$ cat config.mk
export PLATFORM = sky130hd
export DESIGN_NAME = opt_generator
export DESIGN_NICKNAME = d
export VERILOG_FILES = /design/src/rtl/opt_generator.sv
export SDC_FILE = /design/constraint.sdc
export NUM_CORES = 1
export LEC_CHECK = 0
export CORE_UTILIZATION = 37
export DETAILED_ROUTE_END_ITERATION = 8
export PLACE_DENSITY = 0.67
export RECOVER_POWER = 50
export SYNTH_ARGS = -nofsm -noshare
export SYNTH_HDL_FRONTEND = slang
export SYNTH_SLANG_ARGS = --single-unit
$ cat constraint.sdc
create_clock -name clk -period 3.1 [get_ports clk]
set_input_delay 0.31 -clock clk [delete_from_list [all_inputs] [get_ports clk]]
set_output_delay 0.31 -clock clk [all_outputs]
set_load 0.005 [all_outputs]
$ cat src/rtl/opt_generator.sv
// opt_generator: assembles one annealing move command {com, K, L, r_metropolis, r_exchange}
// from three consecutive random words, rejecting move words the downstream stages cannot use.
module opt_generator #(
   parameter int city_num = 30
) (
   input  logic        clk,
   input  logic        reset,
   input  logic        run,
   input  logic        rnd_valid,
   output logic        rnd_ready,
   input  logic [31:0] rnd_data,
   output logic        opt_valid,
   input  logic        opt_ready,
   output logic [79:0] opt,
   output logic [15:0] reject_cnt
);

   localparam logic [1:0] COM_THR  = 2'd0;
   localparam logic [1:0] COM_TWO  = 2'd1;
   localparam logic [1:0] COM_OR0  = 2'd2;
   localparam logic [1:0] COM_OR1  = 2'd3;
   localparam logic [6:0] CITY_MAX = 7'(city_num - 1);

   typedef enum logic [2:0] {
      IDLE   = 3'd0,
      GET_KL = 3'd1,
      GET_RM = 3'd2,
      GET_RE = 3'd3,
      OUT    = 3'd4
   } state_t;

   state_t      r_state;
   state_t      w_next;
   logic [1:0]  w_com;
   logic [6:0]  w_kc;
   logic [6:0]  w_lc;
   logic [6:0]  w_hi;
   logic [6:0]  w_lo;
   logic [6:0]  w_diff;
   logic        w_range_ok;
   logic        w_reject;
   logic        w_xfer;
   logic [15:0] w_cmd_kl;
   logic [79:0] r_opt;
   logic [15:0] r_reject_cnt;

   assign w_com  = rnd_data[1:0];
   assign w_kc   = rnd_data[14:8];
   assign w_lc   = rnd_data[22:16];
   assign rnd_ready = (r_state == GET_KL) || (r_state == GET_RM) || (r_state == GET_RE);
   assign w_xfer    = rnd_valid & rnd_ready;
   assign opt_valid = (r_state == OUT);
   assign opt        = r_opt;
   assign reject_cnt = r_reject_cnt;

   // Move-word legality check and K/L ordering (TWO/OR0: K < L, OR1: K > L + 1).
   always_comb begin
      w_hi     = w_kc;
      w_lo     = w_lc;
      w_reject = 1'b1;
      w_cmd_kl = 16'd0;
      if (w_kc >= w_lc) begin
         w_hi = w_kc;
         w_lo = w_lc;
      end else begin
         w_hi = w_lc;
         w_lo = w_kc;
      end
      w_diff     = w_hi - w_lo;
      w_range_ok = (w_kc >= 7'd1) && (w_kc <= CITY_MAX) && (w_lc >= 7'd1) && (w_lc <= CITY_MAX);
      case (w_com)
         COM_TWO, COM_OR0: begin
            w_reject = !w_range_ok || (w_diff == 7'd0);
            w_cmd_kl = {w_com, w_lo, w_hi};
         end
         COM_OR1: begin
            w_reject = !w_range_ok || (w_diff <= 7'd1);
            w_cmd_kl = {w_com, w_hi, w_lo};
         end
         default: begin
            w_reject = 1'b1;
            w_cmd_kl = 16'd0;
         end
      endcase
   end

   // Next-state logic; a rejected move word keeps the FSM in GET_KL.
   always_comb begin
      w_next = r_state;
      case (r_state)
         IDLE: begin
            if (run) w_next = GET_KL;
            else     w_next = IDLE;
         end
         GET_KL: begin
            if (rnd_valid && !w_reject) w_next = GET_RM;
            else                        w_next = GET_KL;
         end
         GET_RM: begin
            if (rnd_valid) w_next = GET_RE;
            else           w_next = GET_RM;
         end
         GET_RE: begin
            if (rnd_valid) w_next = OUT;
            else           w_next = GET_RE;
         end
         OUT: begin
            if (opt_ready) w_next = run ? GET_KL : IDLE;
            else           w_next = OUT;
         end
         default: w_next = IDLE;
      endcase
   end

   // State register.
   always_ff @(posedge clk or posedge reset) begin
      if (reset) r_state <= IDLE;
      else       r_state <= w_next;
   end

   // Command fields load only on their own accepted word.
   always_ff @(posedge clk or posedge reset) begin
      if (reset) begin
         r_opt <= 80'd0;
      end else if (w_xfer) begin
         case (r_state)
            GET_KL: if (!w_reject) r_opt[79:64] <= w_cmd_kl;
            GET_RM: r_opt[63:32] <= rnd_data;
            GET_RE: r_opt[31:0]  <= rnd_data;
            default: r_opt <= r_opt;
         endcase
      end
   end

   // Saturating reject counter, cleared only by reset.
   always_ff @(posedge clk or posedge reset) begin
      if (reset) begin
         r_reject_cnt <= 16'd0;
      end else if (w_xfer && (r_state == GET_KL) && w_reject && (r_reject_cnt != 16'hFFFF)) begin
         r_reject_cnt <= r_reject_cnt + 16'd1;
      end
   end

endmodule

After elaboration in Yosys (flattened, before gate mapping)
Index checks and enable logic that the tools add are counted.
{"block": "word_totals", "regBits": 99, "in_bits": 37, "output_inout_bits": 98, "wordCells": 52}
{"block": "classes", "addsub": 2, "n_lt_le_gt_ge": 6, "eq_ne": 8, "n_mux": 10, "n_bitwise": 2, "reduce_logical": 19}
{"op": "$pmux 16 s2", "count": 1}
{"op": "$add 16x1->16 const B", "count": 1}
{"op": "$ne 16x16->1 const B", "count": 1}
{"op": "$pmux 3 s5", "count": 1}
{"op": "$ge 7x1->1 const B", "count": 2}
{"op": "$le 7x5->1 const B", "count": 2}
{"op": "$mux 7", "count": 2}
{"op": "$ge 7x7->1", "count": 1}
{"op": "$le 7x1->1 const B", "count": 1}
{"op": "$logic_and 1x1->1", "count": 7}
{"op": "$logic_not 7->1", "count": 1}
{"op": "$sub 7x7->7", "count": 1}
{"op": "$eq 3x2->1 const B", "count": 2}
{"op": "$mux 3", "count": 2}
{"op": "$eq 2x2->1 const B", "count": 2}
{"op": "$logic_or 1x1->1", "count": 4}
{"op": "$reduce_and 2->1", "count": 2}
{"op": "$eq 3x1->1 const B", "count": 1}
{"op": "$eq 3x3->1 const B", "count": 1}
{"op": "$logic_not 3->1", "count": 1}
{"op": "$reduce_and 3->1", "count": 1}
{"op": "$eq 2x1->1 const B", "count": 1}
{"op": "$logic_not 1->1", "count": 2}
{"op": "$mux 1", "count": 2}
{"op": "other kinds (5)", "count": 5}

Depth between registers and ports, before layout
Gate-level depths: netlist (run 1).
{"block": "depth", "ltp_word": 11, "ltp_mapped": 20, "ltp_nobuf": 16}

Worst setup path before layout (run 1)
OpenSTA, ideal clock, no wires.
{"block": "synth_path", "kind": "input -> register", "startpoint": "input port rnd_data[18]", "endpoint": "register r_opt[71], in the netlist opt[71]", "t_arrival_ps": 3929, "setup_slack_ps": -954, "cell_stages": 19, "n_path_buf": 3, "cell_sequence": "inv_1 > ha_1 > nand2_1 > o21a_1 > o21a_1 > buf_4 > buf_2 > or3_1 > and2_1 > ha_1 > nor2_1 > o21ai_0 > a31oi_1 > o211ai_1 > a2111oi_0 > o2111ai_2 > nand3_4 > buf_6 > mux2_4"}
{"block": "synth_via", "elab_chain_cells": 8}
{"item": "start: declaration", "line": "11", "rtl": "input logic [31:0] rnd_data,"}
{"item": "$ge 7x7->1 or $ge 7x1->1 (tied branches)", "line": "62, 70"}
{"item": "$mux 7 or $logic_and 1x1->1 (tied branches)", "line": "62, 70"}
{"item": "$sub 7x7->7 or $logic_and 1x1->1 (tied branches)", "line": "69, 70"}
{"item": "$le 7x1->1 (tied with other cells)", "line": "77", "rtl": "w_reject = !w_range_ok || (w_diff <= 7'd1);"}
{"item": "$logic_or 1x1->1, on equally long branches", "line": "77, 73"}
{"item": "$pmux 1 s2", "line": "71", "rtl": "case (w_com)"}
{"item": "$not 1->1 (no source line)"}
{"item": "$reduce_and 3->1 (no source line)"}
{"item": "end signal: assignment", "line": "127", "rtl": "GET_KL: if (!w_reject) r_opt[79:64] <= w_cmd_kl;"}
{"item": "end signal: assignment", "line": "130", "rtl": "default: r_opt <= r_opt;"}
{"item": "end: declaration", "line": "44", "rtl": "logic [79:0] r_opt;"}
Several ways; a longest one is shown, not always the timed one.
A chain may end at the register's enable or synchronous reset.

Worst setup path in the final report (run 1)
{"block": "layout_path", "startpoint": "input port rnd_data[9]", "endpoint": "register r_state[0]"}
{"block": "layout_via", "elab_chain_cells": 11}
{"item": "parallel branches: the longest is 6 deep, another holds $ge 7x7->1"}
{"item": "$pmux 1 s2 *", "line": "71"}
{"item": "$logic_not 1->1 *"}
{"item": "$logic_and 1x1->1 *", "line": "96", "rtl": "if (rnd_valid && !w_reject) w_next = GET_RM;"}
{"item": "$mux 2 *", "line": "96"}
{"item": "$pmux 3 s5 *", "line": "90", "rtl": "case (r_state)"}
{"item": "named net w_next[0]", "line": "33", "rtl": "state_t w_next;"}
{"item": "end signal: assignment", "line": "118", "rtl": "else r_state <= w_next;"}
{"item": "end: declaration", "line": "32", "rtl": "state_t r_state;"}
Mark *: on every way through the listed nets, which the timed path passes.

==> impl_metrics.toml, run 1 <==
[run_status]
status = "finished, violations left"
violations = "capacitance limit, slew limit, setup timing"

[yosys]
syn_avg_cell_area_um2 = 12.0
postSynthCellCount = 391
synth_fp_nets = 441
ys_seq_area_share_pct = 52.7
synth_flop_cell = "dfrtp_1"
ys_ff_latch = 99
synthArstFlopShare_pct = 100
ys_warn_count = 0
synth_top_area_cell = "dfrtp_1"
ys_types = 53
synthTopCellsByArea = "dfrtp_1 53%, mux2_2 15%, ha_1 3.5%, nand2_1 2.8%, a211oi_1 2.1%"
yosysTopAreaCellShare_pct = 52.7
syn_area_um2 = 4700
synth_edf_count = 0

[drt]
vias_per_cell = 5.12
wirelength_um = 13600
route.detailed.drc = 0
vias = 3957
detail_route.first_pass.iterations = 4
post_drt_wl_per_cell_um = 17.6
drt-initial-drc-count = 129
ant_nets = 0

[final_layout]
drive_gt1_share_pct = 38.5
seq_area_um2 = 2480
final_common_cell = "dfrtp_1"
syn_to_final_growth_pct = 62.2
final_cell_mix = "99 x dfrtp_1, 88 x clkdlybuf4s50_1, 71 x buf_4, 54 x mux2_2, 33 x nand2_1"
postLayoutCoreUtil_pct = 62.4
nFillCells = 969
n_antenna_cell = 0
nNetsFinal = 651
multi_input_area_um2 = 2530

[timing]
worst_slew_margin_rel_pct = -21.1
rsz0062_at_grt = "true"
setup_viol = 34
timing.setup.tns_ps = -5020
maxSlewViolCount = 50
setup_ws_ps = -286
clock_skew_ps = 6.45
period_needed_ps = 3390
finalCritPeriodShare_pct = 109
fmax_mhz = 295
finalHoldViolations = 0
tightest_slew_ps = 1810

[critical_path]
crit_arrival_ps = 3630
cp_common_cell = "buf_4"
critical_path_required_ps = 3340
critPathMaxFanout = 5
endpoint_kind = "flip-flop"
reg2reg_to = "reject_cnt[1]$_DFFE_PP0P_"
setup.worst_path.start = "rnd_data[9]"
cp-start-kind = "primary input"
reg2reg_depth = 10
crit_slowest_cell = "o41ai_4"
path_class = "primary input to flip-flop"
cp_slowest_stage_delay_ps = 330
r2r_start = "reject_cnt[3]$_DFFE_PP0P_"
r2r_setup_slack_ps = 50
cp_cell_sequence = "buf_2 > ha_4 > nand2_2 > buf_4 > buf_4 > buf_4 > buf_4 > buf_4 > buf_4 > buf_4 > buf_4 > buf_4 > buf_4 > buf_4 > a31oi_4 > a221oi_2 > xor2_1 > o2111ai_4 > buf_6 > buf_16 > and3_4 > o41ai_4"
critPathBufInv = 14
cpLargestDelayFamily = "buffers and inverters"

[floorplanning]
core_um2 = 12200
num_rows = 40
die-area_um2 = 13200
die_w_um = 115
io_pins = 135
start_util_pct = 38.5
die_h_um = 115

[hold_path]
hp-class = "primary input to flip-flop"
hold_end = "opt[53]$_DFFE_PP0P_"
min_from = "rnd_data[21]"
min_path_cells = 3

[global_route]
grt-ovfl-total = 0
antenna_found_initial = 0
grt_usage_pct = 21.7
grt_start_max_net_pins = 52
grt_pass1_wl_um = 21700
grt_pass1_vias = 4200

[pwr]
p_int_mw = 3.46
p_clk_share_pct = 21.3
power_density_nw_per_um2 = 643
comb_power_share_pct = 38.7
p_switching_mw = 1.44
p_leak_nw = 3.53
power_frac_seq_pct = 40.0
swShare_pct = 29.3
ir_drop_mv = 0.436

[clocking]
clk_latency_ps = 350
cts_made_buffers = 9
ctsHoldBuffers = 0
max-clock-path-buffers = 2
cts_tree = "yes"
root_buffer = "clkbuf_16"
htreeDepth = 3
clk_pin_slew_ps = 70
clkSinkCount = 99

[placed_design]
hpwl_um = 9130
globalplace.congestion = 0.868
portBuffers = 134

[flow_run]
cap_violations = 1
==> cells by family (layout without fill, tap and decap cells) <==
kind of cell    after synthesis  count (layout)  synth area share (%)
xor+xnor                     13              13                  2.42
compound gates               68              68                  10.8
simple gates                 84              85                  9.21
mux                          74              74                  17.9
flops                        99              99                  52.7
fa+ha+maj                    13              13                  3.46
buf+inv                      40             253                  3.54
==> flip-flops by register name, indices dropped and copies added, names as in the netlist <==
signal      cells
opt            80
reject_cnt     16
r_state         3
==> Yosys cell counts (2+ instances only) <==
cell type and number:
dfrtp_1 99, ha_1 13, inv_1 21, buf_2 4, nor2b_1 2, o21ai_0 12, a221oi_1 2, a21oi_1 4
a2111oi_0 2, xor2_1 11, nor2_1 10, and3_1 3, o211ai_1 2, a22o_1 10, and2_1 5, xnor2_1 2
clkbuf_1 10, mux2_1 2, nand4b_1 2, o22ai_1 3, mux2i_1 6, nor3b_1 2, a211oi_1 13, o21a_1 3
mux2_2 62, nor3_1 3, nand2_1 35, mux2_4 4, nand3_1 3, nor4_1 6, a2bb2oi_1 4, buf_1 3
nand4_1 5, a31oi_1 3, nand2b_1 2
==> per-stage QoR <==
step | power (mW) | setup slack [ps] | hold slack (ps) | instance area, um^2 | std cells
floorplan | 2.60 | -584 | 417 | 4810 | 391
global placement | 3.70 | -1020 | 470 | 6720 | 727
detailed placement | 3.74 | -1110 | 471 | 6720 | 727
CTS | 4.94 | -360 | 361 | 7400 | 766
global route | 5.18 | -417 | 344 | 7620 | 773
finish | 4.90 | -286 | 333 | 7620 | 773
==> tightest hold or removal path: cells and delay by family <==
| family | cells | cell delay (ps) |
|---|---|---|
| buf+inv | 2 | 200 |
| mux | 1 | 130 |
==> routing by layer <==
metal  GRT usage (%)  routed length (um)  share of wire, %  vias to the layer above
li1                -                   -                 -                     1831
met1            25.9                5800                43                     1963
met2            35.2                6400                47                      141
met3            7.62                1100               8.1                       22
met4            10.1                 299               2.2                        0
met5               0                   0                 0                        -
==> worst max-delay path by stage <==
stage | end | slack (ps) | cells past startpoint
global placement | reject_cnt[6]$_DFFE_PP0P_ | -1020 | 19
global route | r_state[0]$_DFF_PP0_ | -420 | 18
finish | r_state[0]$_DFF_PP0_ | -290 | 22
CTS | reject_cnt[9]$_DFFE_PP0P_ | -360 | 19
detailed placement | reject_cnt[6]$_DFFE_PP0P_ | -1110 | 19
floorplan | opt[71]$_DFFE_PP0P_ | -580 | 19
==> power by group through the flow <==
stage	Clock, mW	Sequential [mW]	Combinational (mW)
floorplan	0	1.98	0.623
global placement	0	1.96	1.74
detailed placement	0	1.98	1.76
CTS	1.08	1.96	1.90
global route	1.12	2.01	2.05
finish	1.04	1.96	1.90
==> layout make-up <==
class,count,share of cell area (%)
well taps,168,2.76
multi-input cells,253,33.2
flip-flops and latches,99,32.5
repair buffers,217,26.7
clock buffers,12,3.23
clock inverters,3,0.312
inverters,21,1.30
==> what timing repair did <==
action	4_1_cts	5_1_grt
setup endpoints to repair	34	34
resized for setup	84	55
pin swaps	22	38
setup buffers	21	12
cloned	3	1
(Power assumes the default switching activity.)
==> inputs of run 2 (changes only) <==
PLACE_DENSITY = unset   (was 0.67)
REMOVE_ABC_BUFFERS = 1   (was unset)
clock period = 4.4 ns   (was 3.1 ns; I/O delays follow)
==> run 2 against run 1 <==
  * The flow finishes with violations (capacitance limit, slew limit)
  * Combinational power down 41%
  * Clock power down 29%
  * Count of clock-buffer cells in the layout up 2
  * Hold slack better by 140 ps
  * Critical path type unchanged
  * Sequential cell count unchanged
  * Clock skew down 2.1 ps
  * Largest cell class is now sequential cells
  * Cell area down 11%
  * Worst setup slack better by 550 ps
  * Die area unchanged
  * First-iteration DRC count down 19%
  * Core utilization down 6.6 points
  * Via count down 7.7%
==> impl_metrics.toml, run 2 (same netlist as run 1, synthesis figures left out) <==
[clocking]
htreeDepth = 3
max-clock-path-buffers = 2
ctsHoldBuffers = 0
clk_latency_ps = 340
root_buffer = "clkbuf_16"
cts_tree = "yes"
clkSinkCount = 99
clk_pin_slew_ps = 60
cts_made_buffers = 9

[floorplanning]
die-area_um2 = 13200
io_pins = 135
core_um2 = 12200
num_rows = 40
die_w_um = 115
die_h_um = 115
start_util_pct = 38.5

[critical_path]
path_class = "primary input to flip-flop"
critical_path_required_ps = 4630
critPathMaxFanout = 6
crit_arrival_ps = 4360
cp-start-kind = "primary input"
endpoint_kind = "flip-flop"

[final_layout]
final_cell_mix = "99 x dfrtp_1, 73 x clkdlybuf4s50_1, 62 x mux2_2, 61 x dlygate4sd3_1, 41 x buf_4"
drive_gt1_share_pct = 23.0
syn_to_final_growth_pct = 45.1
nNetsFinal = 611
largest_register_ffs = 80
postLayoutCoreUtil_pct = 55.9
fin_cells = 734
final_common_cell = "dfrtp_1"
n_antenna_cell = 0

[drt]
detail_route.first_pass.iterations = 4
drt-initial-drc-count = 104
wirelength_um = 11700
vias = 3652
ant_nets = 0
route.detailed.drc = 0
vias_per_cell = 4.98
post_drt_wl_per_cell_um = 15.9

[timing]
clock_skew_ps = 4.30
timing.setup.tns_ps = 0
rsz0062_at_grt = "true"
hold_slack_ps = 472
tightest_slew_ps = 2870
period_needed_ps = 4130
maxSlewViolCount = 121
worst_slew_margin_rel_pct = -91.8
setup_viol = 0
finalHoldViolations = 0
fmax_mhz = 242
finalCritPeriodShare_pct = 93.9

[run_status]
status = "finished, violations left"
violations = "capacitance limit, slew limit"

[pwr]
finalPower_mw = 3.23
power_density_nw_per_um2 = 473
p_leak_nw = 3.30
ir_drop_mv = 0.284

[flow_run]
cap_violations = 2

[placed_design]
portBuffers = 134
dp.cells = 716
globalplace.congestion = 0.815
hpwl_um = 8410

[global_route]
grt_pass1_wl_um = 18700
grt_pass1_vias = 3807
grt-ovfl-total = 0
antenna_found_initial = 0
grt_usage_pct = 18.7
grt_start_max_net_pins = 77

[hold_path]
hp-class = "flip-flop to flip-flop"
run 2: report_power, final:
part | leakage (nW) | total, mW | internal, mW | switching, mW
sequential | 1.31 | 1.37 | 1.20 | 0.172
clock | 0.137 | 0.735 | 0.413 | 0.321
combinational | 1.86 | 1.12 | 0.724 | 0.400
total | 3.30 | 3.23 | 2.34 | 0.893
run 2: per-layer routing:
layer	GRT usage, %	up-vias	part of all wire [%]	wire [um]
met5	0	-	0	0
met4	5.28	0	1.0	118
met3	8.05	8	7.8	914
met2	29.0	95	45	5300
met1	23.7	1791	46	5350
li1	-	1758	-	-
run 2: timing repair:
action	CTS	global route
endpoints found under the setup margin	0	30
setup buffers	0	1
resized for setup	0	5
run 2: worst max-delay path: stages:
cell             delay [ps]
clkdlybuf4s50_1         510
inv_1                    80
ha_1                    320
nand2_1                  80
o21a_1                  180
o21a_1                  220
or3_1                   320
and2_1                  150
ha_1                    280
nor2_1                  100
o21ai_0                  80
a31oi_1                 140
o211ai_1                130
a2111oi_2               290
buf_4                   160
o2111ai_2               170
buf_4                   220
nand3_4                 130
mux2_2                  340
run 2: area by class of cell:
type,count,area [um^2]
Clock buffer,14,264
Clock inverter,2,10.0
Timing Repair Buffer,177,1670
Fill cell,1081,5390
Inverter,21,78.8
Sequential cell,99,2480
Multi-Input combinational cell,253,2110
Tap cell,168,210
run 2: path summary, 6_finish.rpt:
kind | slack [ps] | endpoint | startpoint | depth (start not counted)
max | 270 | opt[67]$_DFFE_PP0P_ | rnd_data[18] | 19
min reg2reg | 470 | opt[0]$_DFFE_PP0P_ | opt[0]$_DFFE_PP0P_ | 2
min in group asynchronous | 1580 | opt[15]$_DFFE_PP0P_ | reset | 2
min | 470 | opt[0]$_DFFE_PP0P_ | opt[0]$_DFFE_PP0P_ | 2
max in group asynchronous | 1190 | opt[73]$_DFFE_PP0P_ | reset | 2
max reg2reg | 1020 | reject_cnt[7]$_DFFE_PP0P_ | reject_cnt[3]$_DFFE_PP0P_ | 10
run 2: stage by stage:
step	setup WS (ps)	area [um^2]
after floorplan	79.3	4610
final	267	6820
after global routing	-4.20	6820
after CTS	128	6790
after detailed placement	-207	6520
after global placement	-115	6520
==> inputs of run 3 (changes only) <==
CAP_MARGIN = 15   (was unset)
==> results of run 3 <==
The final DEF is identical to that of run 2; final timing and power are the same.
